**config.mk**
```make
export PLATFORM = sky130hd
export DESIGN_NAME = phase_controller
export DESIGN_NICKNAME = d
export VERILOG_FILES = /design/src/rtl/game_pkg.sv /design/src/rtl/phase_timer.sv /design/src/rtl/phase_controller.sv
export SDC_FILE = /design/constraint.sdc
export NUM_CORES = 1
export LEC_CHECK = 0
export BUFFER_PORTS_ARGS = -buffer_cell sky130_fd_sc_hd__buf_2
export CAP_MARGIN = 20
export CORE_ASPECT_RATIO = 1.5
export CORE_MARGIN = 2
export CORE_UTILIZATION = 68
export CTS_BUF_LIST = sky130_fd_sc_hd__clkbuf_2
export DETAILED_ROUTE_END_ITERATION = 8
export GPL_ROUTABILITY_DRIVEN = 1
export PLACE_DENSITY = 0.89
export SLEW_MARGIN = 0
export SYNTH_ARGS = -nofsm -noshare
export SYNTH_HDL_FRONTEND = slang
export SYNTH_HIERARCHICAL = 1
export SYNTH_SLANG_ARGS = --single-unit
```
**constraint.sdc**
```tcl
create_clock -name clk -period 11.47 [get_ports clk]
set_input_delay 1.7205 -clock clk [delete_from_list [all_inputs] [get_ports clk]]
set_output_delay 1.7205 -clock clk [all_outputs]
set_load 0.1 [all_outputs]
```
**src/rtl/game_pkg.sv**
```systemverilog
// game_pkg: types and widths shared by the phase controller and the enemy
// phase logic.
//   state_e  - game state codes as they appear on the state bus
//   HP_W     - width of the player and enemy hit-point registers
//   TURN_W   - width of the enemy pattern index
//   PHASE_W  - width of the phase counter
//   sat_sub  - hit-point subtraction that stops at zero
package game_pkg;

    localparam int HP_W    = 8;
    localparam int TURN_W  = 4;
    localparam int DMG_W   = 4;
    localparam int PHASE_W = 32;

    // The enemy block detects the start of its phase by watching for the
    // transition into ST_ENEMY, so these codes are part of the interface.
    typedef enum logic [3:0] {
        ST_TITLE    = 4'b1010,
        ST_MENU     = 4'b0001,
        ST_ATTACK   = 4'b0010,
        ST_ENEMY    = 4'b1000,
        ST_GAMEOVER = 4'b1100,
        ST_WIN      = 4'b1111
    } state_e;

    function automatic logic [HP_W-1:0] sat_sub(input logic [HP_W-1:0] a,
                                                 input logic [HP_W-1:0] b);
        return (a > b) ? (a - b) : '0;
    endfunction

endpackage

```
**src/rtl/phase_timer.sv**
```systemverilog
// phase_timer: free-running phase counter with synchronous clear.
//   clk, rst  - clock and synchronous active-high reset
//   clr_i     - restart the count from zero on the next edge
//   limit_i   - phase length in cycles
//   tc_o      - high while the count equals limit_i-1
//   count_o   - current count
module phase_timer
    import game_pkg::*;
(
    input  logic               clk,
    input  logic               rst,
    input  logic               clr_i,
    input  logic [PHASE_W-1:0] limit_i,
    output logic               tc_o,
    output logic [PHASE_W-1:0] count_o
);

    logic [PHASE_W-1:0] count_q, count_d;

    always_comb begin
        count_d = count_q + 1'b1;
        if (clr_i) count_d = '0;
    end

    always_ff @(posedge clk) begin
        if (rst) count_q <= '0;
        else     count_q <= count_d;
    end

    assign tc_o    = (count_q == limit_i - 1'b1);
    assign count_o = count_q;

endmodule

```
**src/rtl/phase_controller.sv**
```systemverilog
// phase_controller: turn-based game sequencer. Walks TITLE -> MENU ->
// ATTACK -> ENEMY and back, tracks hit points and the enemy pattern
// index, and ends the game in WIN or GAMEOVER.
//   clk, rst        - clock and synchronous active-high reset
//   start_in        - starts a game from TITLE, GAMEOVER or WIN
//   confirm_in      - menu select / attack stop
//   damage_in       - player damage, taken with confirm_in in ATTACK
//   busy_in         - enemy phase busy flag (observed only)
//   finished_in     - enemy phase complete
//   hit_in          - arrow reached the heart
//   state_out       - current state code
//   turn_out        - current / next enemy pattern index
//   player_hp_out   - player hit points
//   enemy_hp_out    - enemy hit points
//   timeout_out     - sticky: an enemy phase hit its watchdog limit
module phase_controller
    import game_pkg::*;
#(
    parameter int unsigned PLAYER_HP     = 20,
    parameter int unsigned ENEMY_HP      = 40,
    parameter int unsigned MAX_TURN      = 8,
    parameter int unsigned ATTACK_CYCLES = 130_000_000,
    parameter int unsigned PHASE_TIMEOUT = 650_000_000
) (
    input  logic              clk,
    input  logic              rst,
    input  logic              start_in,
    input  logic              confirm_in,
    input  logic [DMG_W-1:0]  damage_in,
    input  logic              busy_in,
    input  logic              finished_in,
    input  logic              hit_in,
    output logic [3:0]        state_out,
    output logic [TURN_W-1:0] turn_out,
    output logic [HP_W-1:0]   player_hp_out,
    output logic [HP_W-1:0]   enemy_hp_out,
    output logic              timeout_out
);

    state_e              state_q, state_d;
    logic [TURN_W-1:0]   turn_q, turn_d;
    logic [HP_W-1:0]     php_q, php_d;
    logic [HP_W-1:0]     ehp_q, ehp_d;
    logic                timeout_q, timeout_d;

    logic                tmr_clr;
    logic                tmr_tc;
    logic [PHASE_W-1:0]  tmr_limit;
    logic [PHASE_W-1:0]  tmr_count;

    // Only ATTACK and ENEMY are bounded; the counter also runs in other
    // states but its terminal count is ignored there.
    assign tmr_limit = (state_q == ST_ATTACK) ? PHASE_W'(ATTACK_CYCLES)
                                              : PHASE_W'(PHASE_TIMEOUT);
    assign tmr_clr   = (state_d != state_q);

    phase_timer u_timer (
        .clk     (clk),
        .rst     (rst),
        .clr_i   (tmr_clr),
        .limit_i (tmr_limit),
        .tc_o    (tmr_tc),
        .count_o (tmr_count)
    );

    always_comb begin
        state_d   = state_q;
        turn_d    = turn_q;
        php_d     = php_q;
        ehp_d     = ehp_q;
        timeout_d = timeout_q;

        case (state_q)
            ST_TITLE, ST_GAMEOVER, ST_WIN: begin
                if (start_in) begin
                    php_d     = HP_W'(PLAYER_HP);
                    ehp_d     = HP_W'(ENEMY_HP);
                    turn_d    = '0;
                    timeout_d = 1'b0;
                    state_d   = ST_MENU;
                end
            end

            ST_MENU: begin
                if (confirm_in) state_d = ST_ATTACK;
            end

            ST_ATTACK: begin
                // An expired attack window counts as a zero-damage stop.
                if (confirm_in || tmr_tc) begin
                    if (confirm_in) ehp_d = sat_sub(ehp_q, HP_W'(damage_in));
                    state_d = (ehp_d == '0) ? ST_WIN : ST_ENEMY;
                end
            end

            ST_ENEMY: begin
                if (hit_in) php_d = sat_sub(php_q, HP_W'(1));
                // Death wins over a same-cycle phase end; the turn is not
                // credited in that case.
                if (hit_in && php_d == '0) begin
                    state_d = ST_GAMEOVER;
                end else if (finished_in || tmr_tc) begin
                    turn_d = turn_q + 1'b1;
                    if (tmr_tc) timeout_d = 1'b1;
                    state_d = (turn_d == TURN_W'(MAX_TURN)) ? ST_WIN : ST_MENU;
                end
            end

            default: state_d = ST_TITLE;
        endcase
    end

    always_ff @(posedge clk) begin
        if (rst) begin
            state_q   <= ST_TITLE;
            turn_q    <= '0;
            php_q     <= HP_W'(PLAYER_HP);
            ehp_q     <= HP_W'(ENEMY_HP);
            timeout_q <= 1'b0;
        end else begin
            state_q   <= state_d;
            turn_q    <= turn_d;
            php_q     <= php_d;
            ehp_q     <= ehp_d;
            timeout_q <= timeout_d;
        end
    end

    assign state_out     = state_q;
    assign turn_out      = turn_q;
    assign player_hp_out = php_q;
    assign enemy_hp_out  = ehp_q;
    assign timeout_out   = timeout_q;

    // busy_in never steers the FSM. The enemy block is expected to raise it
    // within two cycles of entering ENEMY; this is tracked for coverage.
    logic [1:0] enemy_age_q, enemy_age_d;
    logic       busy_prev_q;

    always_comb begin
        enemy_age_d = enemy_age_q;
        if (state_d == ST_ENEMY && state_q != ST_ENEMY) enemy_age_d = '0;
        else if (state_q == ST_ENEMY && enemy_age_q != 2'd3) enemy_age_d = enemy_age_q + 1'b1;
    end

    always_ff @(posedge clk) begin
        if (rst) begin
            enemy_age_q <= 2'd3;
            busy_prev_q <= 1'b0;
        end else begin
            enemy_age_q <= enemy_age_d;
            busy_prev_q <= busy_in;
        end
    end

    cover property (@(posedge clk) disable iff (rst)
        (state_q == ST_ENEMY) && busy_in && !busy_prev_q && (enemy_age_q <= 2'd2));

    logic unused_count;
    assign unused_count = ^tmr_count;

    cover property (@(posedge clk) disable iff (rst) unused_count);

endmodule

```
==> metrics, run 1 <==
proportion of synthesized flip-flops having asynchronous set or reset=0%; Max-cap violations=0; maximum vdd drop=0.112 mV; non-filler cells in the finished layout=783; slowest stage delay, CP=0.77 ns; number of levels in the clock H-tree=3; highest attainable clock frequency=162 MHz; area of the die=0.00736 mm^2; post-layout worst setup margin=5.30 ns; result of the run=finished clean; type of element launching the critical path=flop; flip-flop and latch count after synthesis=57; max-slew violation count=0; chip height=104 um; worst hold path type=flop to flop; clock tree from TritonCTS=done; sequential area share after synthesis=25.1%; maximum fanout count along the critical path=32; Core Region=0.00649 mm^2; Post-Route Skew=0.0334 ns; setup violation total in the final timing report=0; Crit path required time=11.83 ns; pre-CTS setup slack=5.54 ns; Crit. End Element=flop; Post-CTS Repair Setup Buffers=0; area added between synthesis and finish=12.3%; kind of cell with the highest combined delay on the critical path=simple AND/OR/NAND/NOR gates; Final Instance Area=0.00510 mm^2; Leak Pwr=0.00198 uW; library cell with the largest summed area after synthesis=dfxtp_1; number of instances in the placed design=768; number of buffers added by the clock tree synthesis step=9; Post-Synthesis Mean Instance Area=7.64 um^2; post-detailed-routing wire length=10,900 um; number of enable-type register cells in the synthesized netlist=0; pin count of the biggest net entering global routing=33; total of hold buffers inserted after clock tree synthesis=0; average vias per placed instance=5.76; horizontal die dimension=70.7 um; post-DP HPWL=8240 um; share of post-route cells with drive strength above 1=10.2%; slew at the pin closest to its max-slew limit=0.814 ns; length of the first detailed-routing pass in iterations=5; number of nets in the finished design=724; crit path max-delay cell type=a2111oi_0; via count=4,509; Max Root-Sink Buffers=2; area share of the leading cell type in the synthesized netlist=25.1%; number of gates resized after CTS=0; count leader, synth=nor2_1; Overall Global Routing Usage=30.1%; Initial Util=70.0%; data arrival time of the worst path=6.52 ns; worst max-slew margin expressed relative to the limit=45.7%; Worst-Skew Late Latency=0.52 ns; global-route wire length before repair=18,200 um; number of hold violations in the final report=0; num rows=36; critical-path cell list=nand2b_1 -> or3_1 -> inv_1 -> xor2_1 -> a211oi_1 -> o2111ai_1 -> a2111oi_0 -> o2111ai_1 -> or4_1 -> nor4b_2 -> o21ai_1 -> a2111oi_0 -> nor2_1 -> nand4_1 -> or2_2 -> nor2_1; Synth Cell Area=0.00454 mm^2; Placer Congestion=0.945; most instantiated cells after synthesis=75 x nor2_1, 57 x dfxtp_1, 41 x nand2_1; type of the worst setup path=flop to flop; clock tree root driver cell=clkbuf_2; power per standard cell area=96.6 mW/mm^2; top post-synthesis cells by area=dfxtp_1 25%, xnor2_1 7.1%, nor2_1 6.2%; Residual DRC=0; number of DRC markers after the initial detailed-route iteration=220; ant diodes=0; initial antenna violation count=0; number of global-route vias before repair=4,319; share of the cycle needed by the critical path after routing=53.8%; number of warnings printed during yosys synthesis=6; clock sink count=57; Most used DFF post-synth=dfxtp_1; post-synthesis cell type count=74; antenna-violating nets left=0; clock slew at reported path FFs=0.15 ns; IO Pins=36; setup tns final=0 ns; post-synthesis cell count=595; count of input and output buffers=34; overflow left after global routing=0; average wire length per cell after detail routing=13.9 um; setup repair after global routing missed its margin=false; CP Buf/Inv Count=1; time the worst path needs with I/O delays and setup=6.17 ns; Cell Area, Placed=0.00503 mm^2
-- worst register-to-register path, cell delays in order, from the launching register on --
cell and delay [ns]:
dfxtp_1 0.58, nand2b_1 0.16, or3_1 0.58, inv_1 0.52
xor2_1 0.22, a211oi_1 0.32, o2111ai_1 0.14, a2111oi_0 0.33
o2111ai_1 0.17, or4_1 0.47, nor4b_2 0.50, o21ai_1 0.31
a2111oi_0 0.77, nor2_1 0.13, nand4_1 0.13, or2_2 0.52
nor2_1 0.16
-- per-stage QoR --
step	hold slack [ns]	utilization [%]	power (uW)
6_report	0.518	78.6	493
5_1_grt	0.557	78.6	522
4_1_cts	0.518	78.6	491
3_5_place_dp	0.474	77.5	392
3_3_place_gp	0.473	77.5	387
2_1_floorplan	0.452	-	361
-- cell type report --
| type | instances | area [um^2] |
|---|---|---|
| Multi-Input combinational cell | 578 | 3530 |
| Fill cell | 523 | 1390 |
| Sequential cell | 57 | 1140 |
| Timing Repair Buffer | 36 | 185 |
| Tap cell | 76 | 95.1 |
| Inverter | 21 | 78.8 |
| Clock buffer | 10 | 50.0 |
| Clock inverter | 5 | 23.8 |
-- cell usage in the layout (no fill, tap or decap), types with 4 or more instances in the layout --
cell type,Yosys,layout
conb_1,2,94
nor2_1,75,75
dfxtp_1,57,57
nand2_1,41,41
xnor2_1,37,37
buf_2,3,34
a21oi_1,32,32
xor2_1,31,31
nand3_1,28,28
inv_1,21,21
nor3_1,21,21
o21ai_0,20,20
nor4_1,16,16
nand4_1,15,15
or3_1,11,11
clkbuf_2,0,10
nand2b_1,9,9
mux2i_1,9,9
ha_1,9,9
or4_1,7,7
nor2b_1,7,7
a21o_1,6,6
nor4b_1,6,6
or2_2,6,6
o22ai_1,6,6
and2_1,5,5
o2111ai_1,5,5
and3_1,5,5
o211ai_1,4,4
a32oi_1,4,4
clkinv_2,0,4
-- report_power, final --
group	total (uW)	internal [uW]	switching (uW)
Combinational	175	54.4	121
Sequential	217	204	13.2
Clock	100	26.0	74.1
Total	493	284	208
-- final timing paths --
kind                                                from                              to  slack, ns  cells after the start
worst max-delay path             state_out[1]$_SDFF_PP1_  u_timer/count_o[26]$_SDFF_PP0_       5.30                     16
worst max register to register   state_out[1]$_SDFF_PP1_  u_timer/count_o[26]$_SDFF_PP0_       5.30                     16
worst min-delay path            timeout_out$_SDFFE_PP0P_        timeout_out$_SDFFE_PP0P_       0.52                      2
worst min register to register  timeout_out$_SDFFE_PP0P_        timeout_out$_SDFFE_PP0P_       0.52                      2
-- registers in the layout, summed over array words and instances, names as in the netlist --
name,flops
u_timer/count_o,32
enemy_hp_out,8
player_hp_out,8
state_out,4
turn_out,4
timeout_out,1
-- layer usage --
layer | global-route usage (%) | vias to the layer above | routed length [um]
li1 | - | 2273 | -
met1 | 32.7 | 2058 | 4300
met3 | 4.07 | 43 | 379
met2 | 53.3 | 135 | 5690
met5 | 0 | - | 0
met4 | 19.3 | 0 | 533
-- cells by family (layout without fill, tap and decap cells) --
logic type	Yosys count	in the layout	share of synthesized area, %
other cells	2	94	0.165
fa+ha+maj	10	10	2.92
xor+xnor	68	68	13.1
mux	13	13	3.03
flops	57	57	25.1
buf+inv	52	72	4.87
compound gates	115	115	17.4
simple gates	278	278	33.4
(Power assumes the default switching activity.)
==> run 2: changes to the inputs <==
- CORE_UTILIZATION: 68 -> 63
- PLACE_DENSITY: 0.89 -> 0.83
- clock period: 11.47 -> 6.4 ns (I/O delays scaled with it)
==> metrics, run 2 (synthesized netlist as in run 1, its figures left out) <==
overall power consumption=889 uW (was 493 uW); maximum fanout count along the critical path=32 (unchanged); chip height=108 um (was 104 um); clock tree root driver cell=clkbuf_2 (unchanged); most common library cell in the layout ignoring fill and taps=conb_1 (unchanged); antenna-violating nets left=0 (unchanged); Max Root-Sink Buffers=2 (unchanged); Crit. End Element=flop (unchanged); flip-flop count of the largest register after layout=32 (unchanged); maximum vdd drop=0.169 mV (was 0.112 mV); Post-Route Skew=0.0210 ns (was 0.0334 ns); number of hold violations in the final report=0 (unchanged); Leak Pwr=0.00199 uW (was 0.00198 uW); setup repair after global routing missed its margin=false (unchanged); utilization of the core after routing=73.7% (was 78.6%); total of hold buffers inserted after clock tree synthesis=0 (unchanged); crit path max-delay cell type=a2111oi_0 (unchanged); Post-CTS Repair Setup Buffers=0 (unchanged); ant diodes=0 (unchanged); max-slew violation count=0 (unchanged); Fill cells=594 (was 523); via count=4,468 (was 4,509); clock sink count=57 (unchanged); Overall Global Routing Usage=29.4% (was 30.1%); critical-path cell list=nand2b_1 -> or3_1 -> inv_1 -> xor2_1 -> a211oi_1 -> o2111ai_1 -> a2111oi_0 -> o2111ai_1 -> or4_1 -> nor4b_2 -> o21ai_1 -> a2111oi_0 -> nor2_1 -> nand4_1 -> or2_2 -> nor2_1 (unchanged); Worst-Skew Late Latency=0.50 ns (was 0.52 ns); area of the die=0.00792 mm^2 (was 0.00736 mm^2); setup tns final=0 ns (unchanged); commonest cells after routing, fill and taps aside=94 x conb_1, 75 x nor2_1, 57 x dfxtp_1 (unchanged); kind of cell with the highest combined delay on the critical path=simple AND/OR/NAND/NOR gates (unchanged); slew at the pin closest to its max-slew limit=0.829 ns (was 0.814 ns); num rows=37 (was 36); slowest stage delay, CP=0.70 ns (was 0.77 ns); overflow left after global routing=0 (unchanged); IO Pins=36 (unchanged); number of levels in the clock H-tree=3 (unchanged); type of the worst setup path=flop to flop (unchanged); initial antenna violation count=0 (unchanged); share of the cycle needed by the critical path after routing=81.8% (was 53.8%); power per standard cell area=174 mW/mm^2 (was 96.6 mW/mm^2); worst hold path type=flop to flop (unchanged); horizontal die dimension=73.3 um (was 70.7 um); count of input and output buffers=34 (unchanged); number of DRC markers after the initial detailed-route iteration=239 (was 220); Core Region=0.00694 mm^2 (was 0.00649 mm^2); number of buffers added by the clock tree synthesis step=9 (unchanged); post-detailed-routing wire length=10,900 um (about the same); pin count of the biggest net entering global routing=33 (unchanged); time the worst path needs with I/O delays and setup=5.24 ns (was 6.17 ns); length of the first detailed-routing pass in iterations=7 (was 5); number of global-route vias before repair=4,344 (was 4,319); result of the run=finished clean (unchanged); Crit path required time=6.76 ns (was 11.83 ns); R2R Setup Slk=1.16 ns (was 5.30 ns); Max-cap violations=0 (unchanged); average vias per placed instance=5.68 (was 5.76); CP Buf/Inv Count=1 (unchanged); Placer Congestion=0.908 (was 0.945); number of nets in the finished design=726 (was 724); Initial Util=65.4% (was 70.0%); number of gates resized after CTS=0 (unchanged); global-route wire length before repair=18,600 um (was 18,200 um); share of post-route cells with drive strength above 1=10.4% (was 10.2%); average wire length per cell after detail routing=13.8 um (was 13.9 um); clock tree from TritonCTS=done (unchanged); data arrival time of the worst path=5.60 ns (was 6.52 ns); type of element launching the critical path=flop (unchanged); post-DP HPWL=8260 um (was 8240 um); setup violation total in the final timing report=0 (unchanged); highest attainable clock frequency=191 MHz (was 162 MHz); area added between synthesis and finish=12.6% (was 12.3%); clock slew at reported path FFs=0.16 ns (was 0.15 ns); Residual DRC=0 (unchanged); worst max-slew margin expressed relative to the limit=44.7% (was 45.7%)
==> run 2: cell count changes in the layout (fill, tap and decap cells not counted) <==
cell | before | now
buf_4 | 2 | 4
==> run 2: worst register-to-register path: cells and delay by family (launching register included) <==
kind	cells	cell delay (ns)
xor gates and xnor gates	1	0.11
and+or+nand+nor	8	2.35
buffers and inverters	1	0.12
DFF	1	0.57
AOI/OAI and AO/OA	6	1.93
==> run 2: final cells by class <==
class	instances	area (um^2)	share of cell area [%]
Timing Repair Buffer	38	200	3.91
Sequential cell	57	1140	22.3
Clock inverter	5	23.8	0.465
Clock buffer	10	50.0	0.978
Tap cell	78	97.6	1.91
Multi-Input combinational cell	578	3530	68.9
Inverter	21	78.8	1.54
==> run 2: final timing paths <==
| kind | from | endpoint | depth (start not counted) |
|---|---|---|---|
| worst max-delay path | state_out[1]$_SDFF_PP1_ | u_timer/count_o[21]$_SDFF_PP0_ | 16 |
| worst min-delay path | turn_out[1]$_SDFFE_PP0P_ | turn_out[1]$_SDFFE_PP0P_ | 2 |
| worst max register to register | state_out[1]$_SDFF_PP1_ | u_timer/count_o[21]$_SDFF_PP0_ | 16 |
| worst min register to register | turn_out[1]$_SDFFE_PP0P_ | turn_out[1]$_SDFFE_PP0P_ | 2 |
==> run 2: metrics by stage <==
step                setup WS, ns  instance area, um^2  hold slack [ns]  std cells
floorplan                  0.756                 4890            0.452        687
CTS                         1.23                 5120            0.520        787
finish                      1.16                 5120            0.521        787
global placement            1.35                 5040            0.478        772
detailed placement          1.31                 5040            0.498        772
global route               0.715                 5120            0.557        787
==> run 2: where the power goes <==
part	switching, uW	internal [uW]
Sequential	23.8	366
Clock	135	46.8
Combinational	217	101
Total	376	513
==> run 2: metal layers <==
layer  global-route usage [%]  share of wire [%]  up-vias
li1                         -                  -     2280
met1                     32.4                 40     2050
met2                     53.2                 52      100
met3                     3.82                3.1       38
met4                     15.6                4.5        0
met5                        0                  0        -
